[src/rtl/pipelined_shifter.sv]
// Pipelined SLL/SRL/SRA/ROR shifter with valid/ready handshake and a tag carried alongside each beat.
// Optional SHIFTER_WORD32_EN adds in_word for 32-bit operations sign-extended to the full width.
module pipelined_shifter #(
  parameter int WIDTH       = 32,
  parameter int PIPE_STAGES = 2,
  parameter int TAG_WIDTH   = 5
) (
  input  logic                     clock,
  input  logic                     reset_n,
  input  logic                     in_valid,
  output logic                     in_ready,
  input  logic [WIDTH-1:0]         in_data,
  input  logic [$clog2(WIDTH)-1:0] in_amount,
  input  logic [1:0]               in_op,
  input  logic [TAG_WIDTH-1:0]     in_tag,
`ifdef SHIFTER_WORD32_EN
  input  logic                     in_word,
`endif
  output logic                     out_valid,
  input  logic                     out_ready,
  output logic [WIDTH-1:0]         out_data,
  output logic [TAG_WIDTH-1:0]     out_tag
);

  localparam int LOG2W = $clog2(WIDTH);
  localparam int P     = PIPE_STAGES;

  function automatic int slice_of(input int j);
    return (j * P) / LOG2W;
  endfunction

  // One mux level: shift/rotate by s, SRA filling from the stored operand sign.
  function automatic logic [WIDTH-1:0] shift_full(input logic [WIDTH-1:0] d,
                                                   input logic [1:0] op,
                                                   input logic sign, input int s);
    logic signed [WIDTH:0] ext;
    logic [WIDTH-1:0]      r;
    ext = $signed({sign, d}) >>> s;
    case (op)
      2'b00:   r = d << s;
      2'b01:   r = d >> s;
      2'b10:   r = ext[WIDTH-1:0];
      default: r = (d >> s) | (d << (WIDTH - s));
    endcase
    return r;
  endfunction

`ifdef SHIFTER_WORD32_EN
  function automatic logic [31:0] shift_word(input logic [31:0] d, input logic [1:0] op,
                                             input logic sign, input int s);
    logic signed [32:0] ext;
    logic [31:0]        r;
    ext = $signed({sign, d}) >>> s;
    case (op)
      2'b00:   r = d << s;
      2'b01:   r = d >> s;
      2'b10:   r = ext[31:0];
      default: r = (d >> s) | (d << (32 - s));
    endcase
    return r;
  endfunction
`endif

  logic [P-1:0]           vld_p;
  logic [WIDTH-1:0]       data_p [P];
  logic [LOG2W-1:0]       amt_p  [P];
  logic [1:0]             op_p   [P];
  logic [P-1:0]           sign_p;
  logic [TAG_WIDTH-1:0]   tag_p  [P];
`ifdef SHIFTER_WORD32_EN
  logic [P-1:0]           word_p;
  logic [P-1:0]           src_word;
`endif

  logic [WIDTH-1:0]       src_data [P];
  logic [LOG2W-1:0]       src_amt  [P];
  logic [1:0]             src_op   [P];
  logic [P-1:0]           src_sign;
  logic [TAG_WIDTH-1:0]   src_tag  [P];
  logic [WIDTH-1:0]       nxt_data [P];

  logic [P-1:0]           adv;
  logic [P-1:0]           free;
  logic [P-1:0]           ld;

  // Advance chain runs from the output back to the input; a slice is free when
  // it is empty or its beat moves on this cycle.
  always_comb begin
    logic down_ok;
    adv     = '0;
    free    = '0;
    ld      = '0;
    down_ok = out_ready;
    for (int k = P - 1; k >= 0; k--) begin
      adv[k]  = vld_p[k] && down_ok;
      down_ok = !vld_p[k] || down_ok;
      free[k] = down_ok;
    end
    in_ready = free[0];
    ld[0]    = in_valid && free[0];
    for (int k = 1; k < P; k++) ld[k] = adv[k-1];
  end

  always_comb begin
    logic [WIDTH-1:0] d;
    src_data[0] = in_data;
    src_amt[0]  = in_amount;
    src_op[0]   = in_op;
    src_sign    = '0;
    src_sign[0] = in_data[WIDTH-1];
    src_tag[0]  = in_tag;
`ifdef SHIFTER_WORD32_EN
    src_word    = '0;
    src_word[0] = in_word;
    if (in_word) begin
      src_sign[0] = in_data[31];
      for (int i = 5; i < LOG2W; i++) src_amt[0][i] = 1'b0;
    end
`endif
    for (int k = 1; k < P; k++) begin
      src_data[k] = data_p[k-1];
      src_amt[k]  = amt_p[k-1];
      src_op[k]   = op_p[k-1];
      src_sign[k] = sign_p[k-1];
      src_tag[k]  = tag_p[k-1];
`ifdef SHIFTER_WORD32_EN
      src_word[k] = word_p[k-1];
`endif
    end
    for (int k = 0; k < P; k++) begin
      d = src_data[k];
      for (int j = 0; j < LOG2W; j++) begin
        if (slice_of(j) == k && src_amt[k][j]) begin
`ifdef SHIFTER_WORD32_EN
          if (src_word[k]) d[31:0] = shift_word(d[31:0], src_op[k], src_sign[k], 1 << j);
          else             d       = shift_full(d, src_op[k], src_sign[k], 1 << j);
`else
          d = shift_full(d, src_op[k], src_sign[k], 1 << j);
`endif
        end
      end
`ifdef SHIFTER_WORD32_EN
      if (k == P - 1 && src_word[k]) d = WIDTH'($signed(d[31:0]));
`endif
      nxt_data[k] = d;
    end
  end

  // Slice boundary: valid bits are the only reset state.
  always_ff @(posedge clock or negedge reset_n) begin
    if (!reset_n) begin
      vld_p <= '0;
    end else begin
      for (int k = 0; k < P; k++)
        if (free[k]) vld_p[k] <= ld[k];
    end
  end

  always_ff @(posedge clock) begin
    for (int k = 0; k < P; k++) begin
      if (ld[k]) begin
        data_p[k] <= nxt_data[k];
        amt_p[k]  <= src_amt[k];
        op_p[k]   <= src_op[k];
        sign_p[k] <= src_sign[k];
        tag_p[k]  <= src_tag[k];
`ifdef SHIFTER_WORD32_EN
        word_p[k] <= src_word[k];
`endif
      end
    end
  end

  // Gating by the last valid bit forces data/tag to zero while in reset.
  assign out_valid = vld_p[P-1];
  assign out_data  = vld_p[P-1] ? data_p[P-1] : '0;
  assign out_tag   = vld_p[P-1] ? tag_p[P-1]  : '0;

endmodule

[config.mk]
export PLATFORM = sky130hd
export DESIGN_NAME = pipelined_shifter
export DESIGN_NICKNAME = d
export VERILOG_FILES = /design/src/rtl/pipelined_shifter.sv
export SDC_FILE = /design/constraint.sdc
export NUM_CORES = 1
export LEC_CHECK = 0
export CAP_MARGIN = 15
export CORE_MARGIN = 8
export CORE_UTILIZATION = 35
export CTS_CLUSTER_DIAMETER = 60
export CTS_CLUSTER_SIZE = 16
export DETAILED_ROUTE_END_ITERATION = 7
export HOLD_SLACK_MARGIN = 0.05
export MAX_ROUTING_LAYER = met4
export PLACE_DENSITY = 0.54
export SYNTH_ARGS = -nofsm -noshare
export SYNTH_HDL_FRONTEND = slang
export SYNTH_SLANG_ARGS = --single-unit
[constraint.sdc]
create_clock -name clock -period 2.6 [get_ports clock]
set_input_delay 0.52 -clock clock [delete_from_list [all_inputs] [get_ports clock]]
set_output_delay 0.52 -clock clock [all_outputs]
set_load 0.01 [all_outputs]
==> metrics.cfg, run 1 <==
[clock_network]
clk_pin_slew_ns = 0.06
htree_levels = 3
cts_buffers = 9
clock-sinks = 81
ctsRootBufferMaster = clkbuf_16
clockBufferDepth = 2
cts_tree = built
clk_latency_ns = 0.34
post-cts-setup-buffers = 0

[final_layout]
drive_gt1_share_pct = 15.67
fin_area_mm2 = 0.008517
area_growth_pct = 27.54
antennaDiodeCount = 0
nNetsFinal = 943
final_cells = 1134

[timing]
period_share_pct = 95.52
report.final.slew_viol_count = 0
fin_ws_ns = 0.1165
fin_crit_ns = 2.483
hold_violations = 0
rsz0062_at_grt = false
setup_viol = 0
worstMarginPinSlew_ns = 0.6891
fin_skew_ns = 0.01091
slew_headroom_pct = 54.06
fin_hold_ws_ns = 0.3496
fmax_ghz = 0.4027

[route]
wl_um = 22750
drtPass1Iterations = 5
routedLengthMet1_um = 9801
post_drt_wl_per_cell_um = 20.06
wl_met3_um = 1158
vias_per_cell = 5.814
ant_nets = 0
highest_layer = met4
drt_iter0_markers = 643
drc = 0
met2_length_um = 10900
vias = 6593

[synthesis]
ys.flop_type = edfxtp_1
synth_cell_types = 58
yosys_warnings = 0
syn_nets = 836
ys_ff_latch = 81
ys_async_sr_fraction_pct = 2.469
synth-edff-count = 79
synth_cells = 788
syn_area_mm2 = 0.006678
ys_seq_area_share_pct = 36.28
syn_area_per_cell_um2 = 8.474

[global_route]
grt_start_max_net_pins = 97
gr-total-overflow = 0
grt_first_pass_wirelength_um = 35850
grt_use_total_pct = 19.38
grt_pass1_vias = 6315
antenna_found_initial = 0

[worst_setup_path]
critical_path_required_ns = 2.67
critPathLaunchType = input pin
rr_worst_depth = 6
reg2reg_to = data_p[0][59]
cp_max_fo = 19
r2r_slack_ns = 0.44
critical_path_class = in2reg
crit_arrival_ns = 2.55
end_kind = flip-flop
r2r-start = op_p[0][0]

[pwr]
p_sw_share_pct = 30.54
pwr-share-comb_pct = 31.4
peakVddDrop_mv = 0.2904
cellLeakagePower_nw = 3.218
clkPwrFrac_pct = 29.7
intPower_mw = 2.976
pwr-share-seq_pct = 38.9
p_switching_mw = 1.308
powerDensity_mw_per_mm2 = 503.0

[placement]
place_congestion = 0.9205
port_buffers = 86
dpl_cell_area_mm2 = 0.008207
dp_cells = 1118
preCtsSetupSlack_ns = -0.3006
dp.final_hpwl_um = 17570

[flow_run]
cap_viol_max_count = 0

[die]
start_util_pct = 35.70
num_rows = 50
die_w_um = 154.1
io_pins = 87
die_area_mm2 = 0.02375
coreArea_mm2 = 0.01871
dieHeight_um = 154.1

[run_status]
status = finished, final reports clean

[worst_hold_path]
hold_path_class = in2async

==> timing repair <==
action,in CTS,in global routing
endpoints found under the setup margin,0,1
gates resized for setup,0,1
hold buffers,0,0
==> cell usage in the layout, fill, tap and decap left out, types with 14 or more instances in the layout <==
cell type / instances
edfxtp_1: 79
nand3_1: 24
a21oi_1: 67
and2_1: 40
clkdlybuf4s50_1: 84
o211ai_1: 22
mux4_2: 14
inv_1: 20
nand2_1: 86
o21ai_0: 53
nor2_1: 84
a311oi_1: 22
buf_4: 78
a31oi_1: 19
==> registers in the layout, indices dropped and copies added (netlist names) <==
signal and cells:
sign_p 1, tag_p 10, vld_p 2, data_p 64
amt_p 2, op_p 2
==> per-layer routing <==
metal,global-route usage [%],vias to the layer above
li1,-,3181
met1,23.68,3130
met2,31.53,244
met3,2.494,38
met4,8.866,0
met5,-,-
==> power groups by stage <==
stage | Clock, mW | Combinational (mW) | Sequential, mW
floorplan | 0 | 0.762 | 1.66
global placement | 0 | 1.33 | 1.69
detailed placement | 0 | 1.34 | 1.69
CTS | 1.30 | 1.34 | 1.67
global route | 1.35 | 1.46 | 1.68
finish | 1.27 | 1.35 | 1.67
==> per-stage QoR <==
| step | TNS, ns | total power, mW | util, % |
|---|---|---|---|
| 5_1_grt | 0 | 4.494 | 45.53 |
| 4_1_cts | 0 | 4.311 | 45.50 |
| 3_5_place_dp | -3.546 | 3.033 | 43.87 |
| 3_3_place_gp | -2.518 | 3.021 | 43.87 |
| 2_1_floorplan | 0 | 2.426 | - |
| 6_report | 0 | 4.284 | 45.53 |
==> logic make-up after synthesis <==
logic type	after synthesis	synth area share [%]
compound gates	283	28.65
xor+xnor	1	0.1312
buf+inv	97	6.577
flops	81	36.28
mux	27	6.670
simple gates	299	21.70
==> worst max path at each step <==
stage	start	endpoint	slack, ns	cells past startpoint
global placement	in_op[1]	data_p[0][15]	-0.28	7
finish	in_op[1]	data_p[0][28]	0.12	8
CTS	in_op[1]	data_p[0][15]	0.06	7
global route	in_op[1]	data_p[0][10]	0.05	7
detailed placement	in_op[1]	data_p[0][15]	-0.30	7
floorplan	out_ready	amt_p[0][3]	0.45	2
==> cell type report <==
| class | count | area, µm² |
|---|---|---|
| Clock buffer | 9 | 225.2 |
| Inverter | 22 | 82.58 |
| Clock inverter | 7 | 78.83 |
| Fill cell | 1832 | 10190 |
| Tap cell | 234 | 292.8 |
| Multi-Input combinational cell | 610 | 3824 |
| Sequential cell | 81 | 2422 |
| Timing Repair Buffer | 171 | 1592 |
==> critical path: stages <==
cell and delay, ns:
clkdlybuf4s50_1 0.55, buf_4 0.27, o21a_1 0.19, a211oi_1 0.42
buf_4 0.19, nor3_1 0.06, o21ai_1 0.22, a31oi_1 0.12
==> Yosys cell counts (7+ instances only) <==
cell type / n / share of area (%)
nand2_1: 86 / 4.8
nor2_1: 84 / 4.7
edfxtp_1: 79 / 36
a21oi_1: 67 / 5.0
o21ai_0: 53 / 4.0
and2_1: 41 / 3.8
clkbuf_1: 39 / 2.2
buf_2: 27 / 2.0
nand3_1: 24 / 1.8
a311oi_1: 23 / 3.0
o211ai_1: 22 / 2.5
inv_1: 20 / 1.1
a31oi_1: 19 / 1.8
mux4_2: 14 / 4.7
mux2i_1: 13 / 1.9
nand2b_1: 13 / 1.2
nor3_1: 11 / 0.82
nor2b_1: 10 / 0.94
or3b_1: 10 / 1.3
a22oi_1: 9 / 1.0
a2bb2oi_1: 9 / 1.2
a31o_2: 8 / 1.0
o211a_1: 8 / 1.2
o22ai_1: 8 / 0.75
a211oi_1: 7 / 0.79
No activity file was read; power rests on OpenSTA's default activity.
==> run 2, diff against run 1 <==
Settings changed: CTS_BUF_LIST set to sky130_fd_sc_hd__clkbuf_2.
==> run 2 against run 1 <==
Compared with the run above:
- non-clock buffer count unchanged
- sequential share of layout area increased by 0.63 points
- setup slack improved by 0.079 ns
- wire length fell by 0.22%
- critical path depth decreased by 5
- first-iteration DRC count decreased by 1.2%
- die area is the same
- critical path type is now reg2out
- largest power group unchanged
==> metrics.cfg, run 2 (synthesized netlist as in run 1, its figures left out) <==
[worst_setup_path]
critical_path_class = reg2out  ; was in2reg
max_stage_delay_ns = 0.54  ; was 0.55 ns
r2r-start = op_p[0][0]  ; unchanged
reg2reg_to = data_p[0][59]  ; unchanged
r2r_slack_ns = 0.48  ; was 0.44 ns
critPathLaunchType = flip-flop  ; was input pin
crit_arrival_ns = 1.88  ; was 2.55 ns
end_kind = output pin  ; was flip-flop
crit_path_top_delay_cell = clkdlybuf4s50_1  ; unchanged
cp_max_fo = 40  ; was 19
crit_chain = buf_4 > and2_1 > clkdlybuf4s50_1  ; was clkdlybuf4s50_1 > buf_4 > o21a_1 > a211oi_1 > buf_4 > nor3_1 > o21ai_1 > a31oi_1
rr_worst_depth = 6  ; unchanged
critical_path_required_ns = 2.08  ; was 2.67 ns

[final_layout]
largest_register_ffs = 64  ; unchanged
drive_gt1_share_pct = 15.56  ; was 15.67%
max_flop_register = data_p  ; unchanged
area_growth_pct = 24.79  ; was 27.54%
fin_area_mm2 = 0.008333  ; was 0.008517 mm²
top_regs = data_p x64, tag_p x10  ; unchanged
layout_common_cells = 86 x nand2_1, 84 x nor2_1, 84 x clkdlybuf4s50_1  ; unchanged
nNetsFinal = 943  ; unchanged
final_common_cell = nand2_1  ; unchanged
final_cells = 1135  ; was 1,134

[route]
wl_um = 22700  ; was 22,750 µm
drtPass1Iterations = 5  ; unchanged
drt_iter0_markers = 635  ; was 643
drc = 0  ; unchanged
ant_nets = 0  ; unchanged
vias = 6644  ; was 6,593
vias_per_cell = 5.854  ; was 5.814
post_drt_wl_per_cell_um = 20.00  ; was 20.06 µm

[pwr]
cellLeakagePower_nw = 3.143  ; was 3.218 nW
total_power_mw = 3.700  ; was 4.284 mW
peakVddDrop_mv = 0.1841  ; was 0.2904 mV
powerDensity_mw_per_mm2 = 444.0  ; was 503.0 mW/mm²

[placement]
place_congestion = 0.9205  ; unchanged
port_buffers = 86  ; unchanged
dp.final_hpwl_um = 17570  ; unchanged
dpl_cell_area_mm2 = 0.008207  ; unchanged
dp_cells = 1118  ; unchanged

[die]
start_util_pct = 35.70  ; unchanged
dieHeight_um = 154.1  ; unchanged
die_w_um = 154.1  ; unchanged
die_area_mm2 = 0.02375  ; unchanged
io_pins = 87  ; unchanged
num_rows = 50  ; unchanged
coreArea_mm2 = 0.01871  ; unchanged

[timing]
fin_crit_ns = 2.404  ; was 2.483 ns
report.final.slew_viol_count = 0  ; unchanged
fmax_ghz = 0.4159  ; was 0.4027 GHz
setup_viol = 0  ; unchanged
period_share_pct = 92.47  ; was 95.52%
slew_headroom_pct = 54.21  ; was 54.06%
fin_skew_ns = 0.03919  ; was 0.01091 ns
hold_violations = 0  ; unchanged
rsz0062_at_grt = false  ; unchanged
worstMarginPinSlew_ns = 0.6868  ; was 0.6891 ns

[worst_hold_path]
hold_path_class = in2async  ; unchanged

[global_route]
gr-total-overflow = 0  ; unchanged
grt_start_max_net_pins = 97  ; unchanged
antenna_found_initial = 1  ; was 0
grt_use_total_pct = 19.31  ; was 19.38%
grt_pass1_vias = 6311  ; was 6,315
grt_first_pass_wirelength_um = 35800  ; was 35,850 µm

[run_status]
status = finished, final reports clean  ; unchanged

[clock_network]
post_cts_resize_count = 0  ; unchanged
clk_latency_ns = 0.57  ; was 0.34 ns
cts_buffers = 9  ; unchanged
clockBufferDepth = 2  ; unchanged
post-cts-setup-buffers = 0  ; unchanged
clock-sinks = 81  ; unchanged
htree_levels = 3  ; unchanged
cts_tree = built  ; unchanged
ctsRootBufferMaster = clkbuf_2  ; was clkbuf_16
clk_pin_slew_ns = 0.19  ; was 0.06 ns
postCtsHoldBufs = 0  ; unchanged

[flow_run]
cap_viol_max_count = 0  ; unchanged

## run 2: cell count changes in the layout (fill, tap and decap cells not counted), sizes merged
cell   before  now
diode       0    1
## run 2: metal layers
metal  share of wire (%)  up-vias  track usage, %
met5                   0        -               -
met1                  43     3170           23.79
met4                 3.8        0           8.073
met2                  48      262           31.34
li1                    -     3171               -
met3                 5.2       41           2.691
## run 2: cell type report
| type | count | area, µm² |
|---|---|---|
| antenna | 1 | 2.502 |
| clock buffer | 9 | 45.04 |
| clock inverter | 7 | 78.83 |
| fill | 1855 | 10370 |
| inverter | 22 | 82.58 |
| multi-input combinational | 610 | 3817 |
| sequential | 81 | 2422 |
| tap | 234 | 292.8 |
| timing repair buffer | 171 | 1592 |
## run 2: how the worst max path moves through the flow
stage	from	end	slack, ns	cells past startpoint
final	vld_p[1]	out_data[10]	0.20	3
after global routing	vld_p[1]	out_data[15]	0.04	3
after CTS	vld_p[1]	out_data[7]	0.12	3
after detailed placement	in_op[1]	data_p[0][15]	-0.30	7
after global placement	in_op[1]	data_p[0][15]	-0.28	7
after floorplan	out_ready	amt_p[0][3]	0.45	2
## run 2: where the power goes
group / total (mW) / internal (mW) / switching [mW]
clock network: 0.692 / 0.232 / 0.460
logic: 1.34 / 0.621 / 0.723
registers: 1.66 / 1.60 / 0.0658
## run 2: through the flow
stage               utilization, %  hold WS [ns]  setup WS (ns)  TNS (ns)
finish                       44.55        0.1143         0.1957         0
detailed placement           43.87        0.4056        -0.3006    -3.546
global route                 44.55       0.06787        0.03880         0
global placement             43.87        0.4021        -0.2766    -2.518
CTS                          44.54       0.07860         0.1186         0
floorplan                        -        0.2244         0.4479         0
## run 2: worst max-delay path: cells and delay by family, from the launching register on
family	cells	cell delay [ns]
flip-flops	1	0.36
AND/OR/NAND/NOR	1	0.18
buffers and inverters	2	0.80
==> run 3, diff against run 2 <==
Settings changed: ABC_CLOCK_PERIOD_IN_PS set to 2600.
==> results of run 3 <==
Same layout as run 2: the final DEF is identical, and so are final timing and power.
